**src/rtl/voice_allocator_pkg.sv**
```systemverilog
// Shared constants and types for the polyphonic voice allocator.
//   MIDI_BYTES      : width of one packed MIDI event (status, data1, data2)
//   *_CH0           : channel-0 status bytes recognised by the allocator
//   CC_ALL_NOTES_OFF: controller number that releases every held voice
//   alloc_state_t   : allocator FSM states
package voice_allocator_pkg;

  localparam int MIDI_BYTES = 24;

  localparam logic [7:0] NOTE_ON_CH0      = 8'h90;
  localparam logic [7:0] NOTE_OFF_CH0     = 8'h80;
  localparam logic [7:0] CC_CH0           = 8'hB0;
  localparam logic [7:0] CC_ALL_NOTES_OFF = 8'h7B;

  typedef enum logic [1:0] {
    IDLE,
    SCAN,
    COMMIT
  } alloc_state_t;

endpackage

```
**src/rtl/voice_allocator.sv**
```systemverilog
// Polyphonic voice allocator.
// Accepts one channel-0 MIDI event per handshake, scans the voice slots one
// per cycle, then commits a NOTE_ON (retrigger > free > steal oldest),
// NOTE_OFF or all-notes-off update to the per-voice registers.
// Ports:
//   clk_in, rst_n_in   : clock, asynchronous active-low reset
//   midi_event         : [23:16] status, [15:8] data1, [7:0] data2
//   event_valid_in     : midi_event is valid
//   event_ready_out    : event can be accepted this cycle (IDLE only)
//   voice_note_out     : per-voice MIDI note
//   voice_vel_out      : per-voice velocity
//   voice_gate_out     : per-voice key-held flag
//   voice_trig_out     : per-voice one-cycle (re)allocation pulse
//   steal_out          : one-cycle pulse when a held voice was stolen
module voice_allocator
  import voice_allocator_pkg::*;
#(
  parameter int NUM_VOICES = 4,
  parameter int AGE_BITS   = 8
) (
  input  logic                          clk_in,
  input  logic                          rst_n_in,
  input  logic [MIDI_BYTES-1:0]         midi_event,
  input  logic                          event_valid_in,
  output logic                          event_ready_out,
  output logic [NUM_VOICES-1:0][7:0]    voice_note_out,
  output logic [NUM_VOICES-1:0][6:0]    voice_vel_out,
  output logic [NUM_VOICES-1:0]         voice_gate_out,
  output logic [NUM_VOICES-1:0]         voice_trig_out,
  output logic                          steal_out
);

  localparam int IDXW = (NUM_VOICES > 1) ? $clog2(NUM_VOICES) : 1;
  localparam logic [IDXW-1:0] LAST_IDX = IDXW'(NUM_VOICES - 1);

  // Saturating age increment: a voice that is held forever stays "oldest"
  // instead of wrapping back to young.
  function automatic logic [AGE_BITS-1:0] age_inc(input logic [AGE_BITS-1:0] a);
    return (a == {AGE_BITS{1'b1}}) ? a : a + 1'b1;
  endfunction

  alloc_state_t            r_state;
  logic                    r_ready;
  logic [MIDI_BYTES-1:0]   r_event;
  logic [IDXW-1:0]         r_idx;

  logic [7:0]              r_note [NUM_VOICES];
  logic [6:0]              r_vel  [NUM_VOICES];
  logic [AGE_BITS-1:0]     r_age  [NUM_VOICES];
  logic [NUM_VOICES-1:0]   r_gate;
  logic [NUM_VOICES-1:0]   r_trig;
  logic                    r_steal;

  // Scan results
  logic                    r_match_found;
  logic [IDXW-1:0]         r_match_idx;
  logic                    r_free_found;
  logic [IDXW-1:0]         r_free_idx;
  logic                    r_old_found;
  logic [IDXW-1:0]         r_old_idx;
  logic [AGE_BITS-1:0]     r_old_age;

  logic [7:0]              w_status;
  logic [7:0]              w_data1;
  logic [7:0]              w_data2;
  logic                    w_is_on;
  logic                    w_is_off;
  logic                    w_is_all_off;
  logic                    w_cur_gate;
  logic [7:0]              w_cur_note;
  logic [AGE_BITS-1:0]     w_cur_age;
  logic [IDXW-1:0]         w_tgt_idx;
  logic                    w_steal;

  assign w_status = r_event[23:16];
  assign w_data1  = r_event[15:8];
  assign w_data2  = r_event[7:0];

  // A NOTE_ON with zero velocity is the running-status form of NOTE_OFF.
  assign w_is_on      = (w_status == NOTE_ON_CH0) && (w_data2 != 8'h00);
  assign w_is_off     = (w_status == NOTE_OFF_CH0) ||
                        ((w_status == NOTE_ON_CH0) && (w_data2 == 8'h00));
  assign w_is_all_off = (w_status == CC_CH0) && (w_data1 == CC_ALL_NOTES_OFF);

  assign w_cur_gate = r_gate[r_idx];
  assign w_cur_note = r_note[r_idx];
  assign w_cur_age  = r_age[r_idx];

  // Target priority: retrigger the held note, else a free slot, else steal.
  always_comb begin
    w_tgt_idx = r_old_idx;
    w_steal   = 1'b0;
    if (r_match_found) begin
      w_tgt_idx = r_match_idx;
    end else if (r_free_found) begin
      w_tgt_idx = r_free_idx;
    end else begin
      w_steal = 1'b1;
    end
  end

  always_ff @(posedge clk_in or negedge rst_n_in) begin
    if (!rst_n_in) begin
      r_state       <= IDLE;
      r_ready       <= 1'b1;
      r_event       <= '0;
      r_idx         <= '0;
      r_gate        <= '0;
      r_trig        <= '0;
      r_steal       <= 1'b0;
      r_match_found <= 1'b0;
      r_match_idx   <= '0;
      r_free_found  <= 1'b0;
      r_free_idx    <= '0;
      r_old_found   <= 1'b0;
      r_old_idx     <= '0;
      r_old_age     <= '0;
      for (int v = 0; v < NUM_VOICES; v++) begin
        r_note[v] <= '0;
        r_vel[v]  <= '0;
        r_age[v]  <= '0;
      end
    end else begin
      r_trig  <= '0;
      r_steal <= 1'b0;
      case (r_state)
        IDLE: begin
          if (event_valid_in && r_ready) begin
            r_event       <= midi_event;
            r_idx         <= '0;
            r_match_found <= 1'b0;
            r_free_found  <= 1'b0;
            r_old_found   <= 1'b0;
            r_ready       <= 1'b0;
            r_state       <= SCAN;
          end
        end

        SCAN: begin
          if (w_cur_gate && (w_cur_note == w_data1) && !r_match_found) begin
            r_match_found <= 1'b1;
            r_match_idx   <= r_idx;
          end
          if (!w_cur_gate && !r_free_found) begin
            r_free_found <= 1'b1;
            r_free_idx   <= r_idx;
          end
          // Strict '>' keeps the lowest index on equal ages.
          if (w_cur_gate && (!r_old_found || (w_cur_age > r_old_age))) begin
            r_old_found <= 1'b1;
            r_old_idx   <= r_idx;
            r_old_age   <= w_cur_age;
          end
          if (r_idx == LAST_IDX) begin
            r_state <= COMMIT;
          end else begin
            r_idx <= r_idx + 1'b1;
          end
        end

        COMMIT: begin
          if (w_is_on) begin
            for (int v = 0; v < NUM_VOICES; v++) begin
              if (v == int'(w_tgt_idx)) begin
                r_note[v] <= w_data1;
                r_vel[v]  <= w_data2[6:0];
                r_age[v]  <= '0;
                r_gate[v] <= 1'b1;
                r_trig[v] <= 1'b1;
              end else if (r_gate[v]) begin
                r_age[v] <= age_inc(r_age[v]);
              end
            end
            r_steal <= w_steal;
          end else if (w_is_off) begin
            for (int v = 0; v < NUM_VOICES; v++) begin
              if (r_gate[v] && (r_note[v] == w_data1)) begin
                r_gate[v] <= 1'b0;
              end
            end
          end else if (w_is_all_off) begin
            r_gate <= '0;
          end
          r_ready <= 1'b1;
          r_state <= IDLE;
        end

        default: begin
          r_ready <= 1'b1;
          r_state <= IDLE;
        end
      endcase
    end
  end

  assign event_ready_out = r_ready;
  assign voice_gate_out  = r_gate;
  assign voice_trig_out  = r_trig;
  assign steal_out       = r_steal;

  for (genvar g = 0; g < NUM_VOICES; g++) begin : g_out
    assign voice_note_out[g] = r_note[g];
    assign voice_vel_out[g]  = r_vel[g];
  end

endmodule

```
**config.mk**
```make
export PLATFORM = sky130hd
export DESIGN_NAME = voice_allocator
export DESIGN_NICKNAME = d
export VERILOG_FILES = /design/src/rtl/voice_allocator_pkg.sv /design/src/rtl/voice_allocator.sv
export SDC_FILE = /design/constraint.sdc
export NUM_CORES = 1
export LEC_CHECK = 0
export ABC_AREA = 1
export ABC_CLOCK_PERIOD_IN_PS = 3310
export BUFFER_PORTS_ARGS = -buffer_cell sky130_fd_sc_hd__buf_2
export CAP_MARGIN = 15
export CORE_UTILIZATION = 55
export DETAILED_ROUTE_END_ITERATION = 8
export PLACE_DENSITY = 0.73
export SYNTH_ARGS = -nofsm -noshare
export SYNTH_HDL_FRONTEND = slang
export SYNTH_SLANG_ARGS = --single-unit
```
**constraint.sdc**
```tcl
create_clock -name clk_in -period 3.31 [get_ports clk_in]
set_clock_uncertainty 0.2 [all_clocks]
set_input_delay 0.331 -clock clk_in [delete_from_list [all_inputs] [get_ports clk_in]]
set_output_delay 0.331 -clock clk_in [all_outputs]
set_load 0.05 [all_outputs]
```
==> results of run 1 <==
## how the worst min path moves through the flow
| stage | endpoint | slack (ps) | cells past startpoint |
|---|---|---|---|
| 2_1_floorplan | r_age[0] | -160 | 0 |
| 3_3_place_gp | voice_trig_out[3] | 130 | 1 |
| 3_5_place_dp | voice_note_out[28] | 130 | 1 |
| 4_1_cts | r_event[21] | 200 | 6 |
| 5_1_grt | r_old_found | 250 | 6 |
| 6_report | r_event[21] | 200 | 6 |
## power breakdown
group,internal [W],switching (W)
combinational,0.000604,0.00136
sequential,0.00204,0.000219
clock,0.00116,0.000813
## stage by stage
step           total power [W]  cell area [um2]  utilization [%]
3_3_place_gp           0.00415             8230             61.4
4_1_cts                0.00619             9070             67.7
3_5_place_dp           0.00418             8230             61.4
2_1_floorplan          0.00365             7630                -
5_1_grt                0.00657             9070             67.7
6_report               0.00620             9070             67.7
## cell type report
| cell class | instances | area, um2 |
|---|---|---|
| fillers | 1155 | 4330 |
| flip-flops and latches | 147 | 3680 |
| multi-input cells | 707 | 3370 |
| repair buffers | 134 | 847 |
| clock buffers | 19 | 453 |
| inverters | 95 | 358 |
| well taps | 176 | 220 |
| clock inverters | 12 | 144 |
## logic make-up after synthesis
logic type	share of synthesized area, %
simple gates	27.6
xor+xnor	3.33
buf+inv	7.64
fa+ha+maj	2.13
compound gates	11.1
flops	48.2
## worst register-to-register path, cell delays in order, from the launching register on
cell     delay [ps]
dfrtp_1         390
inv_2           430
o21ai_0         170
o22ai_1         360
ha_1            330
nand2_1          80
o21ai_0          90
nand2_1          60
nand2_1          40
nand2_1          50
nand2_1          60
nand2_1         290
nand2_1         100
nand2_1          70
## layout by cell type (no fill, tap or decap), types with 2 or more instances in the layout
master and instances:
nor3_2 2, xnor2_1 10, inv_2 6, nor2_2 2, a21oi_1 13, clkinvlp_4 2, nor2_1 57, ha_1 13
nand4_1 16, clkinv_2 2, buf_2 95, nand2_2 5, nand2_1 322, buf_4 12, and2_1 4, dfrtp_1 146
nor3_1 15, o21ai_2 2, nor4_1 2, clkbuf_16 17, o22ai_1 5, or2_2 5, bufinv_16 2, inv_6 5
nand3b_1 2, xor2_1 19, clkbuf_8 2, o21ai_1 14, inv_1 87, dlygate4sd3_1 25, o21ai_0 125, nand3_1 67
## sequential cells by signal, indices dropped and copies added (netlist names), 2 cells and up
name            flops
r_event            24
r_old_age           8
voice_vel_out      28
r_state             2
voice_trig_out      4
voice_gate_out      4
voice_note_out     32
r_idx               2
r_age              32
r_old_idx           2
r_match_idx         2
r_free_idx          2
## what timing repair did
| action | 4_1_cts | 5_1_grt |
|---|---|---|
| setup endpoints to repair | 0 | 0 |
| hold buffers | 25 | 0 |
| endpoints found under the hold margin | 79 | 0 |
## routing by layer
metal / GRT usage, % / vias to the layer above / part of all wire, %
met3: 8.13 / 30 / 8.0
met5: 0 / - / 0
met4: 8.91 / 0 / 1.7
li1: - / 3404 / -
met1: 40.8 / 3247 / 44
met2: 47.1 / 279 / 46
==> results_dict.tcl, run 1 <==
set metrics [dict create \
    core_um2 13400 \
    min_path_type "input port to flop" \
    hpwlAfterDp_um 13600 \
    drt_iter0_drc 520 \
    dieHeight_um 120 \
    final_hold_viol_count 0 \
    vias_per_cell 5.40 \
    io_buffers 96 \
    crit_top_cell "nand2_1" \
    cts.clk_slew.worst_paths_ps 60 \
    ctsLongestPathBuffers 2 \
    routedWlPerCell_um 15.6 \
    diodes 0 \
    firstDrtPassIters 6 \
    wl_um 20100 \
    grt_pass1_vias 6554 \
    antenna_found_initial 0 \
    synth.top_cell.area_share_pct 47.9 \
    crit_path_end_kind "flop" \
    htree_levels 4 \
    ys_types 39 \
    reg2reg_depth 13 \
    leakagePower_nw 4.50 \
    fp-row-count 42 \
    insertion_delay_ps 430 \
    crit_path_start "r_idx[0]" \
    path_buf_inv 1 \
    post-place-ws_ps 591 \
    crit_slowest_cell "inv_2" \
    synth_area_per_cell_um2 7.70 \
    holdWs_ps 200 \
    ys_seq_area_share_pct 48.2 \
    worstMarginPinSlew_ps 561 \
    async_reset_ff_share_pct 100 \
    fin_cells 1290 \
    ir_drop_mv 0.449 \
    ioPinCount 97 \
    ys_ff_latch 147 \
    outcome "finished clean" \
    drive_gt1_share_pct 15.1 \
    yosysWarningCount 0 \
    crit_required_ps 3480 \
    cpPeakStageDelay_ps 430 \
    cts.sinks 147 \
    cts_resized 0 \
    drc 0 \
    synth_flop_cell "dfrtp_1" \
    rrSetupSlack_ps 560 \
    gr-usage-all-layers_pct 30.0 \
    worstHoldStart "event_valid_in" \
    synth_edf_count 0 \
    start_util_pct 56.9 \
    critPathMaxFanout 35 \
    cp-endpoint "r_old_age[6]" \
    cts_root_buf "clkbuf_16" \
    setup_viol 0 \
    nets 1142 \
    grt_max_degree 66 \
    syn_inst 991 \
    fmax_mhz 363 \
    area_delta_synth_final_pct 18.9 \
    start_kind "flop" \
    yosys.cell_count.top_type "nand2_1" \
    rsz0062_at_grt "no" \
    ys_top_cells_by_count "nand2_1, dfrtp_1, o21ai_0" \
    r2r_end "r_old_age[6]" \
    synthesis.nets 1031 \
    crit_arrival_ps 2920 \
    yosysTopAreaCell "dfrtp_1" \
    r2r-start "r_idx[0]" \
    path_class "flop to flop" \
    cts_tree "built" \
    fin_ws_ps 557 \
    min_period_ps 2750 \
    cts_setup_buffers 0 \
    antenna_left 0 \
    critical_path_depth 13 \
    cpLargestDelayFamily "simple AND/OR/NAND/NOR gates" \
    vias 6960 \
    synth_area_um2 7630 \
    path_cells "inv_2 -> o21ai_0 -> o22ai_1 -> ha_1 -> nand2_1 -> o21ai_0 -> nand2_1 -> nand2_1 -> nand2_1 -> nand2_1 -> nand2_1 -> nand2_1 -> nand2_1" \
    gp_congestion 0.893 \
    timing.setup.tns_ps 0 \
    maxCapViolCount 0 \
    timing.final.crit_share_pct 83.2 \
    max_slew_margin_pct 62.5 \
    synth_top_cells_by_area "dfrtp_1, nand2_1, o21ai_0, nand3_1, inv_1" \
    dieWidth_um 120 \
    grt_pass1_wl_um 33300 \
    globalRouteOverflowTotal 0 \
    dp.cells 1234 \
    die-area_um2 14300 \
    power.density_nw_per_um2 683 \
    drv_slew 0 \
    cts_buffers 17 \
]
Power figures use the tool's default switching activity.
==> run 2, diff against run 1 <==
ABC_CLOCK_PERIOD_IN_PS = 2600   (was 3310)
clock period = 2.6 ns   (was 3.31 ns; I/O delays follow)
==> run 2 against run 1 <==
Against the previous run:
- worst hold slack lost 47 ps
- critical path depth is the same
- largest power group unchanged
- cell area grew 1.1%
- highest routed layer unchanged
- clock-buffer cell count shrank 2
- critical endpoint is now r_old_age[7]
- die area is the same
- flip-flop and latch count is the same
- global-route usage shrank 0.36 points
==> results_dict.tcl, run 2 (synthesized netlist as in run 1, its figures left out) <==
set metrics [dict create \
    final_common_cell "nand2_1" \
    wl_um 19700 \
    met3_length_um 1240 \
    gr-usage-all-layers_pct 29.7 \
    firstDrtPassIters 6 \
    min_path_type "input port to flop" \
    cts_tree "built" \
    critPathMaxFanout 17 \
    crit_path_start "r_idx[1]" \
    max_slew_margin_pct 63.0 \
    dieHeight_um 120 \
    htree_levels 4 \
    maxCapViolCount 0 \
    rsz0062_at_grt "no" \
    worstHoldStart "event_valid_in" \
    grt_pass1_wl_um 32700 \
    power.density_nw_per_um2 871 \
    antenna_left 0 \
    cts_root_buf "clkbuf_16" \
    crit_required_ps 2720 \
    power_w 0.00799 \
    vias_per_cell 5.36 \
    fmax_mhz 403 \
    drc 0 \
    r2r-start "r_idx[1]" \
    fin_ws_ps 120 \
    timing.setup.tns_ps 0 \
    top_layer "met4" \
    outcome "finished clean" \
    hpwlAfterDp_um 13700 \
    dieWidth_um 120 \
    cts.sinks 147 \
    drv_slew 0 \
    drt_iter0_drc 478 \
    path_class "flop to flop" \
    grt_max_degree 61 \
    start_kind "flop" \
    io_buffers 96 \
    wl_met1_um 9030 \
    routedWlPerCell_um 15.2 \
    cts_buffers 17 \
    final_hold_viol_count 0 \
    ctsLongestPathBuffers 2 \
    rrSetupSlack_ps 120 \
    nets 1152 \
    core_um2 13400 \
    start_util_pct 56.9 \
    die-area_um2 14300 \
    crit_path_end_kind "flop" \
    insertion_delay_ps 440 \
    grt_pass1_vias 6497 \
    cts.clk_slew.worst_paths_ps 70 \
    crit_arrival_ps 2600 \
    leakagePower_nw 4.54 \
    diodes 0 \
    timing.final.crit_share_pct 95.4 \
    holdWs_ps 153 \
    antenna_found_initial 0 \
    area_delta_synth_final_pct 20.2 \
    ioPinCount 97 \
    setup_viol 0 \
    min_period_ps 2480 \
    final_cell_mix "nand2_1, dfrtp_1, o21ai_0" \
    worstMarginPinSlew_ps 554 \
    gp_congestion 0.863 \
    globalRouteOverflowTotal 0 \
    post-place-ws_ps 126 \
    drive_gt1_share_pct 16.3 \
    fp-row-count 42 \
    vias 6971 \
    wl_met2_um 9080 \
    ir_drop_mv 0.645 \
]
-- run 2: cell types whose count changed in the layout (fill, tap and decap cells not counted), moves of 2 or more --
cell | previous run | this run
buf_4 | 12 | 21
clkbuf_8 | 2 | 0
inv_8 | 1 | 4
clkinvlp_4 | 2 | 4
-- run 2: per-layer routing --
| metal | vias up | track usage [%] |
|---|---|---|
| met3 | 33 | 6.61 |
| met1 | 3304 | 41.1 |
| met2 | 210 | 45.9 |
| li1 | 3424 | - |
| met5 | - | 0 |
| met4 | 0 | 10.6 |
-- run 2: power by group --
group | switching [W] | internal, W | total [W]
combinational | 0.00181 | 0.000869 | 0.00268
clock | 0.00109 | 0.00136 | 0.00246
sequential | 0.000259 | 0.00259 | 0.00285
total | 0.00316 | 0.00483 | 0.00799
-- run 2: layout make-up --
cell class / count / area, um2
clock buffer: 17 / 425
fill: 1120 / 4230
clock inverter: 15 / 166
timing repair buffer: 144 / 926
inverter: 95 / 362
multi-input combinational: 707 / 3390
sequential: 147 / 3680
tap: 176 / 220
-- run 2: critical path, cell delays in order (launching register included) --
cell	delay [ps]
dfrtp_1	390
buf_4	240
o21ai_0	110
o22ai_1	280
ha_1	320
a21oi_1	150
o21ai_0	90
nand2_1	60
nand2_1	40
nand2_1	60
nand2_1	110
buf_6	170
nand3_1	90
nand2_1	60
-- run 2: worst paths after layout --
path	end	cells after the start
hold / removal	event_ready_out	5
min in group asynchronous	voice_note_out[20]	2
setup / recovery	r_old_age[7]	13
max in group asynchronous	event_ready_out	3
setup reg to reg	r_old_age[7]	13
hold reg to reg	r_event[23]	2
-- run 2: per-stage QoR --
stage / instance area [um2] / util [%] / std cells
floorplan: 7630 / - / 991
global placement: 8300 / 62.0 / 1244
detailed placement: 8300 / 62.0 / 1244
CTS: 9140 / 68.2 / 1301
global route: 9170 / 68.4 / 1301
finish: 9170 / 68.4 / 1301
-- run 2: repair_timing --
item	CTS	global route
hold endpoints to repair	81	0
buffers inserted	0	0
resized for setup	0	6
hold buffers	25	0
endpoints found under the setup margin	0	11
